File: config.mk
export PLATFORM = sky130hd
export DESIGN_NAME = tt_sweep_ctrl
export DESIGN_NICKNAME = d
export VERILOG_FILES = /design/src/rtl/tt_sweep_ctrl.sv
export SDC_FILE = /design/constraint.sdc
export NUM_CORES = 1
export LEC_CHECK = 0
export ABC_AREA = 0
export CORE_ASPECT_RATIO = 1.2
export CORE_MARGIN = 4
export CORE_UTILIZATION = 40
export DETAILED_ROUTE_END_ITERATION = 16
export HOLD_SLACK_MARGIN = 0.15
export MAX_ROUTING_LAYER = met4
export PLACE_DENSITY = 0.73
export SYNTH_ARGS = -nofsm -noshare
export SYNTH_HDL_FRONTEND = slang
export SYNTH_SLANG_ARGS = --single-unit
export TNS_END_PERCENT = 5
File: constraint.sdc
create_clock -name clk -period 3.63 [get_ports clk]
set_input_delay 0.726 -clock clk [delete_from_list [all_inputs] [get_ports clk]]
set_output_delay 0.726 -clock clk [all_outputs]
set_load 0.02 [all_outputs]
File: src/rtl/tt_sweep_ctrl.sv
// tt_sweep_ctrl
// Drives a NUM_INPUTS-input combinational function through every input
// vector in ascending order, samples its output after SETTLE_CYCLES wait
// cycles, and assembles the full truth table together with its ones-count.
//
// Optional build feature: define TT_CHECK_EN to add the expected_tt / match /
// mismatch_idx ports, which compare the swept table against a reference
// captured when the sweep starts.
module tt_sweep_ctrl #(
  parameter int NUM_INPUTS    = 7,
  parameter int SETTLE_CYCLES = 1
) (
  input  logic                         clk,
  input  logic                         rst_n,
  input  logic                         start,
  input  logic                         abort,
  output logic [NUM_INPUTS-1:0]        x_out,
  input  logic                         f_in,
  output logic                         busy,
  output logic                         done,
  output logic                         result_valid,
  output logic [(1<<NUM_INPUTS)-1:0]   tt,
  output logic [NUM_INPUTS:0]          ones_count
`ifdef TT_CHECK_EN
  ,
  input  logic [(1<<NUM_INPUTS)-1:0]   expected_tt,
  output logic                         match,
  output logic [NUM_INPUTS-1:0]        mismatch_idx
`endif
);

  localparam int TT_W  = 1 << NUM_INPUTS;
  // The settle counter must be able to hold SETTLE_CYCLES itself because it
  // increments on every SETTLE cycle, including the last one.
  localparam int CNT_W = (SETTLE_CYCLES < 2) ? 1 : $clog2(SETTLE_CYCLES + 1);

  localparam logic [CNT_W-1:0] SETTLE_LAST =
    CNT_W'((SETTLE_CYCLES > 0) ? (SETTLE_CYCLES - 1) : 0);
  localparam logic [NUM_INPUTS-1:0] LAST_IDX = '1;
  localparam bit NO_SETTLE = (SETTLE_CYCLES == 0);

  typedef enum logic [1:0] {
    IDLE   = 2'd0,
    SETTLE = 2'd1,
    SAMPLE = 2'd2,
    DONE   = 2'd3
  } state_t;

  state_t state_reg;
  state_t state_next;

  logic [NUM_INPUTS-1:0] index_reg;
  logic [NUM_INPUTS-1:0] x_out_reg;
  logic [CNT_W-1:0]      settle_cnt_reg;
  logic                  busy_reg;
  logic                  result_valid_reg;
  logic [TT_W-1:0]       tt_reg;
  logic [NUM_INPUTS:0]   ones_count_reg;

  // Decoded control strobes from the output process.
  logic accept;       // start taken in IDLE
  logic settle_step;  // one SETTLE cycle elapsing
  logic sample_step;  // f_in captured this cycle
  logic abort_hit;    // abort cancelling an active sweep
  logic finish;       // DONE cycle
  logic done_comb;

  logic settle_last;
  logic index_last;
  logic [TT_W-1:0] bit_sel;

  assign settle_last = (settle_cnt_reg == SETTLE_LAST);
  assign index_last  = (index_reg == LAST_IDX);

  // One-hot decode of the sweep index selects which table bit captures f_in.
  for (genvar gi = 0; gi < TT_W; gi++) begin : g_bit_sel
    assign bit_sel[gi] = (index_reg == NUM_INPUTS'(gi));
  end

  // State register.
  always_ff @(posedge clk) begin
    if (!rst_n) begin
      state_reg <= IDLE;
    end else begin
      state_reg <= state_next;
    end
  end

  // Next-state logic; abort always wins over start and over progress.
  always_comb begin
    state_next = state_reg;
    case (state_reg)
      IDLE: begin
        if (start && !abort) begin
          state_next = NO_SETTLE ? SAMPLE : SETTLE;
        end
      end
      SETTLE: begin
        if (abort) begin
          state_next = IDLE;
        end else if (settle_last) begin
          state_next = SAMPLE;
        end
      end
      SAMPLE: begin
        if (abort) begin
          state_next = IDLE;
        end else if (index_last) begin
          state_next = DONE;
        end else begin
          state_next = NO_SETTLE ? SAMPLE : SETTLE;
        end
      end
      DONE: begin
        state_next = IDLE;
      end
      default: begin
        state_next = IDLE;
      end
    endcase
  end

  // Output decode: done pulse plus the datapath control strobes.
  always_comb begin
    accept      = 1'b0;
    settle_step = 1'b0;
    sample_step = 1'b0;
    abort_hit   = 1'b0;
    finish      = 1'b0;
    done_comb   = 1'b0;
    case (state_reg)
      IDLE: begin
        accept = start && !abort;
      end
      SETTLE: begin
        settle_step = !abort;
        abort_hit   = abort;
      end
      SAMPLE: begin
        sample_step = !abort;
        abort_hit   = abort;
      end
      DONE: begin
        finish    = 1'b1;
        done_comb = 1'b1;
      end
      default: begin
        accept = 1'b0;
      end
    endcase
  end

  // Sweep index, driven vector and settle counter.
  always_ff @(posedge clk) begin
    if (!rst_n) begin
      index_reg      <= '0;
      x_out_reg      <= '0;
      settle_cnt_reg <= '0;
    end else if (accept) begin
      index_reg      <= '0;
      x_out_reg      <= '0;
      settle_cnt_reg <= '0;
    end else if (abort_hit) begin
      x_out_reg <= '0;
    end else if (settle_step) begin
      settle_cnt_reg <= settle_cnt_reg + CNT_W'(1);
    end else if (sample_step && !index_last) begin
      index_reg      <= index_reg + NUM_INPUTS'(1);
      x_out_reg      <= index_reg + NUM_INPUTS'(1);
      settle_cnt_reg <= '0;
    end
  end

  // Truth table and ones-count accumulation.
  always_ff @(posedge clk) begin
    if (!rst_n) begin
      tt_reg         <= '0;
      ones_count_reg <= '0;
    end else if (accept) begin
      tt_reg         <= '0;
      ones_count_reg <= '0;
    end else if (sample_step) begin
      tt_reg         <= (tt_reg & ~bit_sel) | (bit_sel & {TT_W{f_in}});
      ones_count_reg <= ones_count_reg + (NUM_INPUTS + 1)'(f_in);
    end
  end

  // Handshake flags: busy spans the sweep, result_valid marks a completed table.
  always_ff @(posedge clk) begin
    if (!rst_n) begin
      busy_reg         <= 1'b0;
      result_valid_reg <= 1'b0;
    end else if (accept) begin
      busy_reg         <= 1'b1;
      result_valid_reg <= 1'b0;
    end else if (abort_hit) begin
      busy_reg <= 1'b0;
    end else if (finish) begin
      busy_reg         <= 1'b0;
      result_valid_reg <= 1'b1;
    end
  end

  assign x_out        = x_out_reg;
  assign busy         = busy_reg;
  assign done         = done_comb;
  assign result_valid = result_valid_reg;
  assign tt           = tt_reg;
  assign ones_count   = ones_count_reg;

`ifdef TT_CHECK_EN
  logic [TT_W-1:0]       exp_tt_reg;
  logic                  mismatch_seen_reg;
  logic                  match_reg;
  logic [NUM_INPUTS-1:0] mismatch_idx_reg;
  logic                  exp_bit;

  assign exp_bit = exp_tt_reg[index_reg];

  // Reference comparison: remember only the first mismatching index.
  always_ff @(posedge clk) begin
    if (!rst_n) begin
      exp_tt_reg        <= '0;
      mismatch_seen_reg <= 1'b0;
      match_reg         <= 1'b0;
      mismatch_idx_reg  <= '0;
    end else if (accept) begin
      exp_tt_reg        <= expected_tt;
      mismatch_seen_reg <= 1'b0;
      match_reg         <= 1'b0;
      mismatch_idx_reg  <= '0;
    end else begin
      if (sample_step && (f_in != exp_bit) && !mismatch_seen_reg) begin
        mismatch_idx_reg  <= index_reg;
        mismatch_seen_reg <= 1'b1;
      end
      if (finish) begin
        match_reg <= !mismatch_seen_reg;
      end
    end
  end

  assign match        = match_reg;
  assign mismatch_idx = mismatch_idx_reg;
`endif

endmodule

==> summary.md, run 1 <==
| Metric | Value |
|---|---|
| Status | `complete, no violations` |
| Via density | `between 5 and 6` |
| RSZ-0062 raised after global routing | `no` |
| Cts bufs inserted | `17` |
| Inserted Diodes | `0` |
| # hold bufs at CTS | `0` |
| Register area share after synthesis | `0.476` |
| Max Clk Rate | `about 380 MHz` |
| Via count | `5396` |
| Clock Sinks | `between 150 and 200` |
| Synth top area cells | `dfxtp_1, mux2i_1, nand2_1` |
| Wire per inst | `16.7 um` |
| Die ar. | `around 18000 um2` |
| Post-DP HPWL | `around 12000 um` |
| Final worst slack | `0.989 ns` |
| Flop pwr share | `0.454` |
| GP Congestion | `between 0.7 and 0.8` |
| Asr flop ratio synth | `0` |
| Starting Density | `0.412` |
| CTS resizes | `0` |
| #FFs+latches synth | `~160` |
| Period utilization | `0.727` |
| Crit start category | `input pin` |
| Cell Count, Final, Fillers Out | `between 1k and 1.5k` |
| Clock skew | `~0.011 ns` |
| Syn nets | `~730` |
| PortBufs | `150` |
| Setup TNS | `0 ns` |
| Global-route wire length before repair | `~29000 um` |
| CTS root buf | `clkbuf_16` |
| Hold WC Path Type | `reg2reg` |
| Inst Count DP | `~1.0k` |
| Worst Setup Path Type | `in2reg` |
| Cell area after synthesis | `approximately 6500 um2` |
| EDFF count, synth | `0` |
| # DRC | `0` |
| Max Cap Viol | `0` |
| Synth cell types | `44` |
| NumNets Final | `~870` |
| Die Y | `around 150 um` |
| CP max FO | `16` |
| Pre-antenna DRT Iters | `4` |
| Yosys warning count | `0` |
| Antenna viol nets, final | `0` |
| VDD IR max | `roughly 0.24 mV` |
| Storage cell area | `just over 3000 um2` |
| Internal Power | `approximately 3.0 mW` |
| Worst endpoint required time | `3.91 ns` |
| Critical path endpoint category | `register` |
| Final Hold Fails | `0` |
| Post-route cell area | `between 8000 and 9000 um2` |
| Filler instances | `~1.4k` |
| GR Util All Layers | `0.201` |
| CP max stage cell | `and2b_1` |
| Slew Viols, Final | `0` |
| Post-Syn Area per Cell | `between 9 and 10 um2` |
| CTS tree | `built` |
| Area of the multi-input gates | `roughly 3100 um2` |
| Share of layout cells above drive strength 1 | `0.0663` |
| Clk pwr share | `0.512` |
| Sw Pwr | `about 0.8 mW` |
| Skew-Pair Late Insertion Delay | `0.42 ns` |
| Comb pwr share | `0.034` |
| Worst-margin pin slew | `between 0.9 and 1 ns` |
| Drt total wl | `17800 um` |
| Syn Inst Count | `a little over 700` |
| Commonest non-fill, non-tap cell in the layout | `nand2_1` |
| Commonest non-fill, non-tap cells in the layout | `nand2_1, dfxtp_1, clkdlybuf4s50_1` |
| H-Tree Level Count | `4` |
| Worst path max stage delay | `around 0.58 ns` |
| Setup WS pre-CTS | `roughly 0.53 ns` |
| Tmin final | `2.64 ns` |
| Antenna violations before repair | `0` |
| Slew margin rel. | `0.373` |
| Row cnt | `50` |
| DR iter-0 viols | `roughly 380` |
| Grt ovf | `0` |
| Die X | `between 100 and 150 um` |
| Largest net degree at the start of global routing | `~130` |
| Yosys top cell area share | `0.476` |
| Synth area leader | `dfxtp_1` |
| I/O Pins | `between 150 and 200` |
| Pwr dens | `approximately 430 nW/um2` |
| # setup viols final | `0` |
| Clk buf depth | `2` |
| Worst EP arrival | `approximately 2.9 ns` |
| Synthesis-to-finish area growth | `35.1%` |
| Clock-pin transition on the worst setup and hold timing paths | `roughly 0.060 ns` |
| Net Sw Frac | `0.211` |
| Placed cell area | `approximately 8000 um2` |
| Vias in the first global route | `a little over 5k` |
| Crit path cell chain | `clkdlybuf4s50_1 > and2b_1 > nand3_1 > o211ai_1 > o31ai_1` |
| Post-CTS Setup Inserts | `0` |
| LEAKAGE | `roughly 3.6 nW` |
| Core Area | `approximately 16000 um2` |
| Most common flop cell mapped by yosys | `dfxtp_1` |
[layout make-up]
type,instances,area share
clock buffers,19,0.0502
clock inverters,11,0.0221
inverters,6,0.00255
multi-input cells,502,0.355
flip-flops and latches,155,0.352
well taps,208,0.0295
repair buffers,167,0.189
[routing by layer]
| layer | track usage | part of all wire |
|---|---|---|
| met5 | - | 0 |
| met4 | 0.0647 | 0.014 |
| met3 | 0.0701 | 0.069 |
| met2 | 0.312 | 0.48 |
| met1 | 0.245 | 0.44 |
[worst paths after layout]
kind | from | endpoint | slack [ns] | cells after the start
worst max-delay path | abort | register | 0.99 | 5
worst min-delay path | busy | busy | 0.45 | 2
worst max register to register | state_reg[0] | register | 1.23 | 6
worst min register to register | busy | busy | 0.45 | 2
[through the flow]
step / hold WS (ns) / util / power (mW)
floorplan: 0.441 / - / 1.84
global route: 0.474 / 0.557 / 3.89
finish: 0.454 / 0.557 / 3.77
global placement: 0.442 / 0.517 / 1.88
detailed placement: 0.451 / 0.517 / 1.88
CTS: 0.460 / 0.557 / 3.80
[cell families after synthesis]
| kind of cell | share of synthesized area |
|---|---|
| XOR/XNOR | 0.0161 |
| AO/OA/AOI/OAI | 0.101 |
| adder cells (fa/ha/maj) | 0.0211 |
| multiplexers | 0.150 |
| flip-flops | 0.476 |
| AND/OR/NAND/NOR | 0.190 |
| buffers and inverters | 0.0464 |
[cells in the mapped netlist, drive strengths merged, types with 2 or more instances]
library cell	count
nand2	208
dfxtp	155
mux2i	98
buf	44
nor2	37
o211ai	33
o31ai	33
clkbuf	11
ha	11
nand3	9
xor2	8
a21oi	7
and3	6
inv	6
nand3b	6
o21ai	6
nand4	5
a211oi	4
nand2b	4
xnor2	4
and2	3
nor3	3
a311oi	2
nor3b	2
or2	2
or3b	2
[critical path: cells and delay by family]
| family | cells | cell delay (ns) |
|---|---|---|
| AO/OA/AOI/OAI | 2 | 0.47 |
| AND/OR/NAND/NOR | 2 | 1.15 |
| buffers and inverters | 1 | 0.57 |
[power by group through the flow]
stage	sequential (mW)	clock (mW)	combinational [mW]
finish	1.71	1.93	0.128
global route	1.71	2.04	0.142
CTS	1.71	1.96	0.130
detailed placement	1.75	0	0.130
global placement	1.75	0	0.130
floorplan	1.75	0	0.0933
Note: power is estimated with default switching activity, not from simulation.
==> run 2: changes to the inputs <==
--- a/config.mk
+++ b/config.mk
@@ -12,7 +12,7 @@
 export DETAILED_ROUTE_END_ITERATION = 16
 export HOLD_SLACK_MARGIN = 0.15
 export MAX_ROUTING_LAYER = met4
-export PLACE_DENSITY = 0.73
+export PLACE_DENSITY = 0.76
 export SYNTH_ARGS = -nofsm -noshare
 export SYNTH_HDL_FRONTEND = slang
 export SYNTH_SLANG_ARGS = --single-unit
==> constraint.sdc (replaced) <==
create_clock -name clk -period 2.27 [get_ports clk]
set_input_delay 0.454 -clock clk [delete_from_list [all_inputs] [get_ports clk]]
set_output_delay 0.454 -clock clk [all_outputs]
set_load 0.02 [all_outputs]
==> summary.md, run 2 (synthesis gave the netlist of run 1 again) <==
| Metric | Value |
|---|---|
| Status | `complete, no violations` |
| Pre-antenna DRT Iters | `5 (+1)` |
| NumNets Final | `883 (+2.1%)` |
| Final Hold Fails | `0 (unchanged)` |
| Antenna violations before repair | `0 (unchanged)` |
| Worst EP arrival | `1.64 ns (-1.28 ns)` |
| H-Tree Level Count | `4 (unchanged)` |
| Slew Viols, Final | `0 (unchanged)` |
| CTS root buf | `clkbuf_16` |
| CTS resizes | `0 (unchanged)` |
| Vias in the first global route | `5545 (+6.7%)` |
| Filler instances | `1429 (-0.63%)` |
| Grt ovf | `0 (unchanged)` |
| DR iter-0 viols | `288 (-23%)` |
| Via density | `5.10 (+1.0%)` |
| Core Area | `15800 um2 (unchanged)` |
| GR Util All Layers | `0.205 (+0.00433)` |
| Wire per inst | `16.7 um (-0.23%)` |
| Crit path cell chain | `ha_1 > clkdlybuf4s50_1` |
| Die Y | `148 um (unchanged)` |
| RSZ-0062 raised after global routing | `no` |
| Worst Setup Path Type | `reg2out` |
| # hold bufs at CTS | `0 (unchanged)` |
| Global-route wire length before repair | `29500 um (+3.1%)` |
| R2R setup slack | `0.29 ns (-0.94 ns)` |
| Post-CTS Setup Inserts | `0 (unchanged)` |
| Inserted Diodes | `0 (unchanged)` |
| LEAKAGE | `3.68 nW (+2.4%)` |
| Die X | `125 um (unchanged)` |
| Cts bufs inserted | `17 (unchanged)` |
| Starting Density | `0.412 (unchanged)` |
| Post-DP HPWL | `12400 um (+4.5%)` |
| FF-to-FF Start | `state_reg[0]` |
| Commonest non-fill, non-tap cell in the layout | `nand2_1` |
| R2r worst-path depth | `6 (unchanged)` |
| Share of layout cells above drive strength 1 | `0.0886 (+0.0224)` |
| Period utilization | `0.924` |
| Skew-Pair Late Insertion Delay | `0.43 ns (about the same)` |
| I/O Pins | `151 (unchanged)` |
| Worst endpoint required time | `1.82 ns (-2.09 ns)` |
| Commonest non-fill, non-tap cells in the layout | `nand2_1, dfxtp_1, clkdlybuf4s50_1` |
| Clock-pin transition on the worst setup and hold timing paths | `0.06 ns (about the same)` |
| Clk buf depth | `2 (unchanged)` |
| Largest net degree at the start of global routing | `76 (-42%)` |
| Row cnt | `50 (unchanged)` |
| Hold Crit Depth | `2 (unchanged)` |
| Max Cap Viol | `0 (unchanged)` |
| Clock skew | `0.0141 ns (+0.00362 ns)` |
| CP max stage cell | `clkdlybuf4s50_1` |
| Antenna viol nets, final | `0 (unchanged)` |
| Clock Sinks | `155 (unchanged)` |
| Worst-margin pin slew | `0.660 ns (-0.278 ns)` |
| Drt total wl | `18100 um (+1.6%)` |
| Critical path endpoint category | `primary output` |
| CP max FO | `4 (-12)` |
| CTS tree | `built` |
| PortBufs | `150 (unchanged)` |
| # DRC | `0 (unchanged)` |
| Max Clk Rate | `approximately 480 MHz` |
| GP Congestion | `0.777 (-2.4%)` |
| Pwr dens | `664 nW/um2 (+55%)` |
| # setup viols final | `0 (unchanged)` |
| Via count | `5553 (+2.9%)` |
| Tmin final | `2.10 ns` |
| Worst path max stage delay | `0.61 ns (+0.03 ns)` |
| Hold WC Path Type | `reg2reg` |
| Crit start category | `register` |
| Die ar. | `18400 um2 (unchanged)` |
| Slew margin rel. | `0.560 (+0.187)` |
| Final Power | `5.94 mW (+57%)` |
| VDD IR max | `0.480 mV (+100%)` |
| Synthesis-to-finish area growth | `37.1%` |
| Setup TNS | `0 ns (unchanged)` |
==> run 2: cell types whose count changed in the layout (fill, tap and decap cells not counted), sizes merged <==
cell,before,now
clkbuf,19,18
clkinvlp,0,2
clkinv,6,2
bufinv,5,3
buf,17,35
inv,6,13
==> run 2: area by class of cell <==
| class | instances | area (um2) | area share |
|---|---|---|---|
| clock inverter | 14 | 179 | 0.0200 |
| timing repair buffer | 185 | 1810 | 0.203 |
| inverter | 6 | 22.5 | 0.00252 |
| multi-input combinational | 502 | 3130 | 0.350 |
| tap | 208 | 260 | 0.0291 |
| sequential | 155 | 3100 | 0.347 |
| clock buffer | 18 | 439 | 0.0491 |
==> run 2: power by group <==
part	total [mW]	internal [mW]	switching, mW
clock	2.99	1.78	1.21
combinational	0.213	0.0650	0.148
sequential	2.73	2.73	0.00804
==> run 2: worst max-delay path by stage <==
stage	depth (start not counted)	end	from
after CTS	2	done	state_reg[0]
after detailed placement	5	register	abort
after floorplan	8	register	state_reg[0]
final	2	done	state_reg[0]
after global placement	5	register	abort
after global routing	6	register	state_reg[0]
==> run 2: critical path: cells and delay by family (launching register included) <==
family	cells	cell delay (ns)
adders and majority gates	1	0.20
buffers and inverters	1	0.61
DFF	1	0.41
==> run 2: stage by stage <==
step                      utilization  cells  setup slack (ns)  instance area (um2)  hold WS [ns]
after global routing            0.565   1088            0.0835                 8940         0.482
after CTS                       0.565   1088             0.139                 8940         0.459
after detailed placement        0.526   1056            0.0394                 8330         0.451
after global placement          0.526   1056             0.116                 8330         0.443
final                           0.565   1088             0.172                 8940         0.459
after floorplan                     -    718             0.595                 6530         0.441
==> run 2: layer usage <==
metal / track usage / wire length, um / vias up
met2: 0.341 / 8930 / 150
met3: 0.0632 / 1090 / 25
met5: - / 0 / -
li1: - / - / 2739
met1: 0.237 / 7770 / 2639
met4: 0.0636 / 331 / 0
==> run 3: changes to the inputs <==
--- a/config.mk
+++ b/config.mk
@@ -8,11 +8,12 @@
 export ABC_AREA = 0
 export CORE_ASPECT_RATIO = 1.2
 export CORE_MARGIN = 4
-export CORE_UTILIZATION = 40
+export CORE_UTILIZATION = 45
+export CTS_CLUSTER_DIAMETER = 80
 export DETAILED_ROUTE_END_ITERATION = 16
 export HOLD_SLACK_MARGIN = 0.15
 export MAX_ROUTING_LAYER = met4
-export PLACE_DENSITY = 0.76
+export PLACE_DENSITY = 0.83
 export SYNTH_ARGS = -nofsm -noshare
 export SYNTH_HDL_FRONTEND = slang
 export SYNTH_SLANG_ARGS = --single-unit
==> summary.md, run 3 (synthesis gave the netlist of run 1 again) <==
| Metric | Value |
|---|---|
| Status | `complete, no violations` |
| # hold bufs at CTS | `0 (unchanged)` |
| Tmin final | `2.07 ns (-0.0286 ns)` |
| Worst-margin pin slew | `0.583 ns (-0.0766 ns)` |
| Internal Power | `4.39 mW (-4.1%)` |
| Critical path endpoint category | `primary output` |
| Clk pwr share | `0.486 (-0.018)` |
| Slew margin rel. | `0.611 (+0.0512)` |
| Worst Setup Path Type | `reg2out` |
| Hold WC Path Type | `reg2reg` |
| NumNets Final | `883 (unchanged)` |
| I/O Pins | `151 (unchanged)` |
| Starting Density | `0.466 (+0.0540)` |
| Via count | `5528 (-0.45%)` |
| Commonest non-fill, non-tap cells in the layout | `nand2_1, dfxtp_1, clkdlybuf4s50_1` |
| DR iter-0 viols | `443 (+54%)` |
| Die Y | `140 um (-5.4%)` |
| Sw Pwr | `1.35 mW (-0.76%)` |
| Area of the multi-input gates | `3130 um2 (unchanged)` |
| Wire per inst | `16.9 um (+1.3%)` |
| Clock skew | `0.0149 ns (+0.000720 ns)` |
| Largest net degree at the start of global routing | `83 (+9.2%)` |
| Worst EP arrival | `1.62 ns (-0.02 ns)` |
| Commonest non-fill, non-tap cell in the layout | `nand2_1` |
| Vias in the first global route | `5316 (-4.1%)` |
| Crit start category | `register` |
| Die X | `118 um (-5.3%)` |
| Die ar. | `16500 um2 (-10%)` |
| Pre-antenna DRT Iters | `5 (unchanged)` |
| CTS tree | `built` |
| Clock Sinks | `155 (unchanged)` |
| Share of layout cells above drive strength 1 | `0.0886 (unchanged)` |
| H-Tree Level Count | `4 (unchanged)` |
| Net Sw Frac | `0.236 (+0.00607)` |
| # setup viols final | `0 (unchanged)` |
| Comb pwr share | `0.038 (+0.002)` |
| Synthesis-to-finish area growth | `36.0%` |
| CP max FO | `4 (unchanged)` |
| CTS resizes | `0 (unchanged)` |
| PortBufs | `150 (unchanged)` |
| Via density | `5.26 (+3.1%)` |
| Global-route wire length before repair | `28500 um (-3.4%)` |
| Drt total wl | `17700 um (-2.2%)` |
| GP Congestion | `0.847 (+9.0%)` |
| Core Area | `14000 um2 (-12%)` |
| RSZ-0062 raised after global routing | `no` |
| Storage cell area | `3100 um2 (unchanged)` |
| Flop pwr share | `0.476 (+0.016)` |
| GR Util All Layers | `0.221 (+0.0166)` |
| Clock-pin transition on the worst setup and hold timing paths | `0.06 ns (about the same)` |
| Pwr dens | `647 nW/um2 (-2.6%)` |
| Final Hold Fails | `0 (unchanged)` |
| Post-DP HPWL | `11900 um (-3.5%)` |
| Antenna viol nets, final | `0 (unchanged)` |
| Final Util | `0.634 (+0.0690)` |
| Inserted Diodes | `0 (unchanged)` |
| Period utilization | `0.912 (-0.0126)` |
| # DRC | `0 (unchanged)` |
| Filler instances | `1162 (-19%)` |
| Slew Viols, Final | `0 (unchanged)` |
| Row cnt | `47 (-6.0%)` |
| Max Clk Rate | `483 MHz (+1.4%)` |
| Clk buf depth | `2 (unchanged)` |
| Worst endpoint required time | `1.82 ns (about the same)` |
| Cts bufs inserted | `17 (unchanged)` |
| VDD IR max | `0.595 mV (+24%)` |
| Skew-Pair Late Insertion Delay | `0.44 ns (about the same)` |
| LEAKAGE | `3.66 nW (-0.43%)` |
| CTS root buf | `clkbuf_16` |
| Grt ovf | `0 (unchanged)` |
| Antenna violations before repair | `0 (unchanged)` |
| Post-CTS Setup Inserts | `0 (unchanged)` |
| Max Cap Viol | `0 (unchanged)` |
| Setup TNS | `0 ns (unchanged)` |
run 3: final cells by class:
type                    count  area share
clock buffers              19      0.0510
clock inverters            13      0.0147
inverters                   6     0.00254
multi-input cells         502       0.352
flip-flops and latches    155       0.350
well taps                 171      0.0241
repair buffers            185       0.206
run 3: power by group through the flow:
| stage | Clock (mW) | Combinational, mW | Sequential, mW |
|---|---|---|---|
| after floorplan | 0 | 0.149 | 2.80 |
| after global placement | 0 | 0.217 | 2.79 |
| after detailed placement | 0 | 0.219 | 2.79 |
| after CTS | 2.83 | 0.219 | 2.73 |
| after global routing | 2.96 | 0.237 | 2.73 |
| final | 2.79 | 0.218 | 2.73 |
run 3: final timing paths:
| kind | startpoint | endpoint | slack [ns] | cells after the start |
|---|---|---|---|---|
| max | state_reg[0] | done | 0.20 | 2 |
| min | result_valid | result_valid | 0.46 | 2 |
| max reg2reg | state_reg[0] | register | 0.31 | 6 |
| min reg2reg | result_valid | result_valid | 0.46 | 2 |
run 3: routing by layer:
layer,share of wire,vias up,track usage
met3,0.060,25,0.0621
met5,0,-,-
met4,0.016,0,0.0753
met1,0.44,2599,0.268
met2,0.49,165,0.357
li1,-,2739,-
run 3: metrics by stage:
| step | setup WS [ns] | cell area, um2 | cells | hold slack, ns | total power [mW] |
|---|---|---|---|---|---|
| floorplan | 0.595 | 6530 | 718 | 0.441 | 2.94 |
| global placement | 0.0930 | 8290 | 1019 | 0.438 | 3.01 |
| detailed placement | -0.0174 | 8290 | 1019 | 0.452 | 3.01 |
| CTS | 0.167 | 8880 | 1051 | 0.465 | 5.78 |
| global route | 0.126 | 8880 | 1051 | 0.476 | 5.93 |
| finish | 0.200 | 8880 | 1051 | 0.455 | 5.74 |
run 3: critical path: stages, from the launching register on:
cell	delay, ns
dfxtp_1	0.39
ha_1	0.19
clkdlybuf4s50_1	0.61
